`src/rtl/register_file_nxm.sv`:
```
// Dual-read / single-write register file with registered reads, write-to-read bypass,
// optional hard-wired zero register and a per-register pending (scoreboard) bit.
module register_file_nxm #(
  parameter int unsigned DATA_WIDTH = 32,
  parameter int unsigned ADDR_WIDTH = 5,
  parameter int unsigned ZERO_REG   = 1
) (
  input  logic                  clk,
  input  logic                  rst_n,
  input  logic                  rd_en,
  input  logic [ADDR_WIDTH-1:0] addr_r1,
  input  logic [ADDR_WIDTH-1:0] addr_r2,
  output logic [DATA_WIDTH-1:0] data_r1,
  output logic [DATA_WIDTH-1:0] data_r2,
  output logic                  busy_r1,
  output logic                  busy_r2,
  output logic                  rd_valid,
  input  logic                  we,
  input  logic [ADDR_WIDTH-1:0] addr_w,
  input  logic [DATA_WIDTH-1:0] data_w,
  input  logic                  rsv_en,
  input  logic [ADDR_WIDTH-1:0] rsv_addr,
  output logic [ADDR_WIDTH:0]   pend_cnt
);

  localparam int unsigned DEPTH = 1 << ADDR_WIDTH;
  localparam int unsigned CNT_W = ADDR_WIDTH + 1;
  localparam logic        ZR    = (ZERO_REG != 0);

  logic [DATA_WIDTH-1:0] mem [DEPTH];
  logic [DEPTH-1:0]      pend;
  logic [DEPTH-1:0]      pend_nxt;
  logic [CNT_W-1:0]      cnt_nxt;
  logic                  wr_ok;
  logic                  rsv_ok;
  logic [DATA_WIDTH-1:0] rd1_data;
  logic [DATA_WIDTH-1:0] rd2_data;
  logic                  rd1_busy;
  logic                  rd2_busy;

  // Accepted write/reserve; address 0 is inert when it is the zero register.
  always_comb begin
    wr_ok  = we && !(ZR && (addr_w == '0));
    rsv_ok = rsv_en && !(ZR && (rsv_addr == '0));
  end

  // Next pending vector: a write completes a load, a same-cycle reservation wins.
  always_comb begin
    pend_nxt = pend;
    if (wr_ok) begin
      pend_nxt[addr_w] = 1'b0;
    end
    if (rsv_ok) begin
      pend_nxt[rsv_addr] = 1'b1;
    end
    cnt_nxt = '0;
    for (int unsigned i = 0; i < DEPTH; i++) begin
      cnt_nxt = cnt_nxt + CNT_W'(pend_nxt[i]);
    end
  end

  // Read port values with bypass; busy reflects this cycle's write/reserve at once.
  always_comb begin
    rd1_data = mem[addr_r1];
    rd1_busy = pend_nxt[addr_r1];
    if (wr_ok && (addr_w == addr_r1)) begin
      rd1_data = data_w;
    end
    if (ZR && (addr_r1 == '0)) begin
      rd1_data = '0;
      rd1_busy = 1'b0;
    end

    rd2_data = mem[addr_r2];
    rd2_busy = pend_nxt[addr_r2];
    if (wr_ok && (addr_w == addr_r2)) begin
      rd2_data = data_w;
    end
    if (ZR && (addr_r2 == '0)) begin
      rd2_data = '0;
      rd2_busy = 1'b0;
    end
  end

  // Register array.
  always_ff @(posedge clk or negedge rst_n) begin
    if (!rst_n) begin
      for (int unsigned i = 0; i < DEPTH; i++) begin
        mem[i] <= '0;
      end
    end else if (wr_ok) begin
      mem[addr_w] <= data_w;
    end
  end

  // Scoreboard and its population count.
  always_ff @(posedge clk or negedge rst_n) begin
    if (!rst_n) begin
      pend     <= '0;
      pend_cnt <= '0;
    end else begin
      pend     <= pend_nxt;
      pend_cnt <= cnt_nxt;
    end
  end

  // Registered read outputs; data and busy hold while rd_en is low.
  always_ff @(posedge clk or negedge rst_n) begin
    if (!rst_n) begin
      data_r1  <= '0;
      data_r2  <= '0;
      busy_r1  <= 1'b0;
      busy_r2  <= 1'b0;
      rd_valid <= 1'b0;
    end else begin
      rd_valid <= rd_en;
      if (rd_en) begin
        data_r1 <= rd1_data;
        data_r2 <= rd2_data;
        busy_r1 <= rd1_busy;
        busy_r2 <= rd2_busy;
      end
    end
  end

endmodule

```
`config.mk`:
```
export PLATFORM = sky130hd
export DESIGN_NAME = register_file_nxm
export DESIGN_NICKNAME = d
export VERILOG_FILES = /design/src/rtl/register_file_nxm.sv
export SDC_FILE = /design/constraint.sdc
export NUM_CORES = 2
export LEC_CHECK = 0
export BUFFER_PORTS_ARGS = -buffer_cell sky130_fd_sc_hd__buf_2
export CORE_ASPECT_RATIO = 1.25
export CORE_MARGIN = 2
export CORE_UTILIZATION = 25
export DETAILED_ROUTE_END_ITERATION = 12
export PLACE_DENSITY = 0.51
export REMOVE_ABC_BUFFERS = 1
export SYNTH_ARGS = -nofsm -noshare
export SYNTH_HDL_FRONTEND = slang
export SYNTH_SLANG_ARGS = --single-unit
```
`constraint.sdc`:
```
create_clock -name clk -period 5.2 [get_ports clk]
set_input_delay 1.56 -clock clk [delete_from_list [all_inputs] [get_ports clk]]
set_output_delay 1.56 -clock clk [all_outputs]
set_load 0.1 [all_outputs]
```
; Yosys cells after proc, flatten, opt, wreduce, memory -nomap -nowiden
; Cells that the tools add are included.
; W data, S select, Z words.
[totals]
reg_bits = 1129
in_bits = 57
out_inout_bits = 73
elab_cells = 126
[classes]
addsub = 31
n_lt_le_gt_ge = 10
n_eq_ne = 2
mux = 25
bitwise = 6
n_reduce_logical = 13
[ops]
columns = op, n
row1 = $bwmux W1024, 1
row2 = $mux W32, 11
row3 = $bmux W32 S5, 2
row4 = $demux W32 S5, 1
row5 = $add A6 B1 Y6, 26
row6 = $and A32 B32 Y32, 1
row7 = $not A32 Y32, 1
row8 = $or A32 B32 Y32, 1
row9 = $lt A5 B6 Y1 const B, 4
row10 = $logic_not A5 Y1, 4
row11 = $ge A6 B6 Y1 const B, 3
row12 = $not A5 Y6, 3
row13 = $bmux W1 S5, 2
row14 = $demux W1 S5, 2
row15 = $eq A5 B5 Y1, 2
row16 = $ge A5 B1 Y1 const B, 2
row17 = $logic_and A1 B1 Y1, 7
row18 = $add A5 B1 Y6, 1
row19 = $lt A6 B1 Y1 const B, 1
row20 = $mux W1, 6
row21 = $add A4 B1 Y5, 1
row22 = $add A3 B1 Y4, 1
row23 = $add A2 B1 Y3, 1
row24 = $add A1 B1 Y2, 1
row25 = $logic_not A1 Y1, 2

; Depth between registers and ports, before layout
[logic_depth]
word_depth = 40
ltp_mapped = 23
ltp_nobuf = 21

; Worst setup path before layout
; Ideal clock, no wire load.
[synth_timing]
kind = in2reg
start = input port we
end = register pend_cnt[4]
setup_time_ns = 0.080
t_arrival_ns = 6.820
required_time_ns = 5.120
setup_slack_ns = -1.700
path_stages = 20
n_path_buf = 1
cell_sequence = clkbuf_1 nand4b_1 o21ai_0 a21boi_0 inv_1 fa_1 inv_1 fa_1 inv_1 fa_1 inv_1 fa_1 fa_1 fa_1 inv_1 ha_1 fa_1 a21o_1 a21oi_1 xnor2_1
[synth_via]
elab_cells_between_ends = 35
classes_between = add/sub (31) / mux (2) / bitwise (1) / reduce/logical (1)
[synth_lines]
columns = element, line
row1 = "start, declared", 18  ; input logic we,
row2 = $logic_and A1 B1 Y1 (*), 43  ; wr_ok = we && !(ZR && (addr_w == '0));
row3 = $mux W32 (*), 50  ; if (wr_ok) begin
row4 = $or A32 B32 Y32 (no source line), -
row5 = $mux W32 (*), 53  ; if (rsv_ok) begin
row6 = net pend_nxt[25], 32  ; logic [DEPTH-1:0] pend_nxt;
row7 = $add A6 B1 Y6 (*) (7 in a row), 58  ; cnt_nxt = cnt_nxt + CNT_W'(pend_nxt[i]);
row8 = net cnt_nxt[4], 33  ; logic [CNT_W-1:0] cnt_nxt;
row9 = "end signal, assigned", 103  ; pend_cnt <= cnt_nxt;
row10 = "end, declared", 23  ; output logic [ADDR_WIDTH:0] pend_cnt
; The timed path passes the listed nets; every way through them passes the cells marked *.
; A chain may end at the register's enable or synchronous reset.

; Final worst setup path
[layout_timing]
start = input port addr_w[1]
end = register pend_cnt[4]
[layout_via]
elab_cells_between_ends = 44
classes_between = add/sub (31) / order compare (2) / mux (4) / bitwise (3) / reduce/logical (4)
[layout_lines]
columns = element, line
row1 = "start, declared", 19  ; input logic [ADDR_WIDTH-1:0] addr_w,
row2 = $lt A5 B6 Y1 (implied by the code) / $ge A5 B1 Y1 (equally long branches), 51  ; pend_nxt[addr_w] = 1'b0;
row3 = $logic_and A1 B1 Y1 (implied by the code), 51
row4 = $mux W1 (implied by the code), 51
row5 = $demux W1 S5, 51
row6 = $not A32 Y32 (no source line), -
row7 = $and A32 B32 Y32 (no source line), -
row8 = $mux W32 (*), 50
row9 = $or A32 B32 Y32 (no source line), -
row10 = $mux W32 (*), 53
row11 = net pend_nxt[17], 32
row12 = $add A6 B1 Y6 (*) (15 in a row), 58
row13 = net cnt_nxt[4], 33
; Marks and branches as above.

==> reports/qor.csv <==
stage,metric,value,unit
finish,drive_gt1_frac,0.479,
floorplan,coreArea,242000,um2
worst_setup_path,max_stage_delay,0.53,ns
detailed_routing,route.detailed.drc,0,
grt,grt_pass1_wl,310,mm
sta,fin_crit,5.83,ns
sta,timing.final.crit_share,1.12,
worst_setup_path,critPathTopFamily,adder cells,
finish,layout_commonest_cell,dfrtp_1,
synth,synth_seq_cells,1129,
outcome,violations,setup timing,
worst_setup_path,cp-start-kind,input port,
synth,avgSynthCellArea,14.2,um2
finish,multi_input_area,30200,um2
sta,slew_headroom,0.247,
clock_tree,clock_latency,0.76,ns
worst_setup_path,cp.required,5.88,ns
placement,place_area,66000,um2
detailed_routing,drt_iter0_drc,2876,
grt,grt_util_met2,0.292,
worst_setup_path,cp_data_arrival_time,6.51,ns
worst_setup_path,rrSetupSlack,0.23,ns
detailed_routing,route.vias.total,39500,
synth,synth.top_cell.area_share,0.466,
floorplan,die_y,555,um
synth,synthCells,4275,
placement,gp_congestion,0.833,
sta,fin_skew,0.0364,ns
worst_setup_path,crit_start,addr_w[1],
sta,hold_viol,0,
outcome,outcome,"complete, but fails checks",
detailed_routing,drtPass1Iterations,5,
detailed_routing,post_drt_wl_per_cell,28.2,um
floorplan,floorplan.die_area,247000,um2
sta,slew_viol_final,0,
synth,synth_warnings,0,
clock_tree,clk_pin_slew,0.06,ns
worst_setup_path,critPathMostFrequentCell,fa_1,
worst_setup_path,path_cells,"buf_8, nor4bb_4, buf_4, buf_6, nand2_4, a22o_1, fa_1, inv_1, fa_1, inv_1, fa_1, inv_2, fa_1, fa_2, fa_1, inv_2, ha_4, fa_2, a21o_1, a21oi_2, xnor2_1",
synth,ys.flop_type,dfrtp_1,
grt,grt-busiest-layer,met2,
finish,regArea,28300,um2
grt,grt.met3_usage,0.0261,
clock_tree,cts.sinks,1129,
finish,area_growth,15.8,%
detailed_routing,viasPerCell,5.21,
synth,synthesis.area,60700,um2
sta,setup_ws,-0.629,ns
grt,grtUsageMet1,0.218,
placement,portBuffers,129,
finish,final_area,70200,um2
detailed_routing,routed_wl,214,mm
floorplan,die_x,445,um
clock_tree,cts_buffer_depth,3,
pwr,finalPower,0.0305,W
sta,setup_viol,5,
worst_setup_path,r2r_start,pend[25],
synth,synth_edf_count,0,
finish,utilization,0.290,
grt,grt_max_degree,141,
sta,rsz0062_at_grt,yes,
finish,fill_cells,24200,
grt,track_usage,0.171,
clock_tree,htree_levels,3,
pwr,p_per_area,434,nW/um2
floorplan,rows,202,
finish,nNetsFinal,4406,
min_path,hold_class,register to register,
pwr,peakVddDrop,881,uV
finish,finalNonFillerCells,7577,
synth,synthTopCellsByArea,"dfrtp_1 (47%), mux2_2 (19%), mux4_2 (17%)",
detailed_routing,drt.antenna.violating_nets,0,
worst_setup_path,path_buf_inv,7,
worst_setup_path,endpoint_kind,register,
placement,placed_cells_incl_taps,7352,
worst_setup_path,slowest_stage,fa_1,
sta,tightest_slew,1.13,ns
clock_tree,cts_buffers,117,
finish,final_cell_mix,"dfrtp_1 (1129), mux2_2 (1006), mux4_2 (450)",
floorplan,initial_utilization,0.251,
grt,overflow,0,
clock_tree,cts_tree,built,
synth,synth_top_area_cell,dfrtp_1,
job,maxCapViolCount,0,
placement,dp_hpwl,124,mm
synth,yosysUniqueCellTypes,69,
pwr,total_leakage_power,29.8,nW
worst_setup_path,critPathMaxFanout,3,
grt,antenna_found_initial,16,
synth,async_flop_share,1.00,
worst_setup_path,crit_type,input port to register,
grt,first_global_vias,41500,
placement,post-place-ws,-1.80,ns
clock_tree,cts_root_buffer,clkbuf_16,
floorplan,io_pins,130,
sta,fmaxAchievable,0.172,GHz
synth,ys_seq_area_frac,0.466,
min_path,min_from,mem[1005],
## worst reg2reg max path, cell delays in order (launching register included)
cell and delay, ns:
dfrtp_1 0.36, o21ai_1 0.06, a21boi_2 0.18, inv_1 0.08, fa_1 0.51, inv_1 0.06, fa_1 0.54, inv_1 0.05
fa_1 0.52, inv_2 0.05, fa_1 0.53, fa_2 0.45, fa_1 0.50, inv_2 0.05, ha_4 0.16, fa_2 0.36
a21o_1 0.17, a21oi_2 0.13, xnor2_1 0.12
## metal layers
| layer | up-vias | wire (um) |
|---|---|---|
| met1 | 21600 | 89000 |
| met3 | 331 | 11500 |
| met4 | 12 | 7140 |
| li1 | 16400 | - |
| met2 | 1162 | 106000 |
| met5 | - | 78 |
## worst paths after layout
kind | endpoint | depth (start not counted)
min in group asynchronous | data_r2[14] | 1
max | pend_cnt[4] | 21
max in group asynchronous | mem[51] | 3
min reg2reg | mem[1005] | 0
min | mem[1005] | 0
max reg2reg | pend_cnt[4] | 18
## repair_timing
item,in CTS,in global routing
endpoints found under the setup margin,6,6
pin swaps,18,14
setup buffers,5,4
gates resized for setup,24,17
hold buffers,0,0
hold endpoints to repair,0,0
## cells by family (layout without fill, tap and decap cells)
family                   count (synthesis)  after routing  synth area share
flip-flops                            1129           1129             0.466
multiplexers                          1706           1706             0.396
AO/OA/AOI/OAI                          521            521            0.0606
other                                    0              8                 0
adder cells (fa/ha/maj)                 31             31           0.00936
buffers and inverters                  581            713            0.0423
AND/OR/NAND/NOR                        294            294            0.0241
XOR/XNOR                                13             13           0.00188
## state kept, by name, summed over array words and instances, names as in the netlist
signal	count
data_r2	32
busy_r1	1
busy_r2	1
data_r1	32
pend_cnt	6
mem	1024
rd_valid	1
pend	32
## through the flow
stage               setup TNS (ns)  hold WS [ns]
floorplan                   -11.19         0.373
global placement             -8.56         0.384
detailed placement           -8.98         0.388
CTS                          -2.94         0.402
global route                 -3.53         0.411
finish                       -2.66         0.401
## final cells by class
class / instances / area share
Multi-Input combinational cell: 2565 / 0.430
Sequential cell: 1129 / 0.402
Tap cell: 3162 / 0.0563
Timing Repair Buffer: 395 / 0.0488
Clock buffer: 164 / 0.0479
Clock inverter: 44 / 0.00857
Inverter: 110 / 0.00588
Antenna cell: 8 / 0.000285
## cell usage after synthesis (3+ instances only)
cell type	count
clkbuf_1	316
fa_1	24
buf_4	25
ha_1	7
mux2_1	16
a211oi_1	57
mux4_1	3
mux4_2	450
a21boi_1	5
nand3_1	10
nor2b_1	8
o21ai_1	12
nand2b_1	7
buf_6	25
a221oi_1	97
o21ai_0	114
nor3_1	7
a22oi_1	75
o2111ai_1	4
nor3b_1	3
dfrtp_1	1129
nand4_1	7
and4b_1	3
nand2_1	50
nand4b_1	3
o21bai_1	5
a21o_1	3
o32ai_1	34
mux2i_1	231
nor2_1	115
a21oi_1	38
o22ai_1	36
inv_1	108
buf_1	52
and2_1	63
nor4bb_1	4
o211ai_1	9
mux2_2	1006
a22o_1	15
xnor2_1	12
or3_1	3
buf_2	50
## power breakdown
part	internal (W)	switching [W]	leakage [nW]	total, W
logic	0.00513	0.00477	13.4	0.00989
clock network	0.00509	0.00380	1.96	0.00889
registers	0.0105	0.00117	14.5	0.0117
total	0.0208	0.00973	29.8	0.0305
Note: power is estimated with default switching activity, not from simulation.
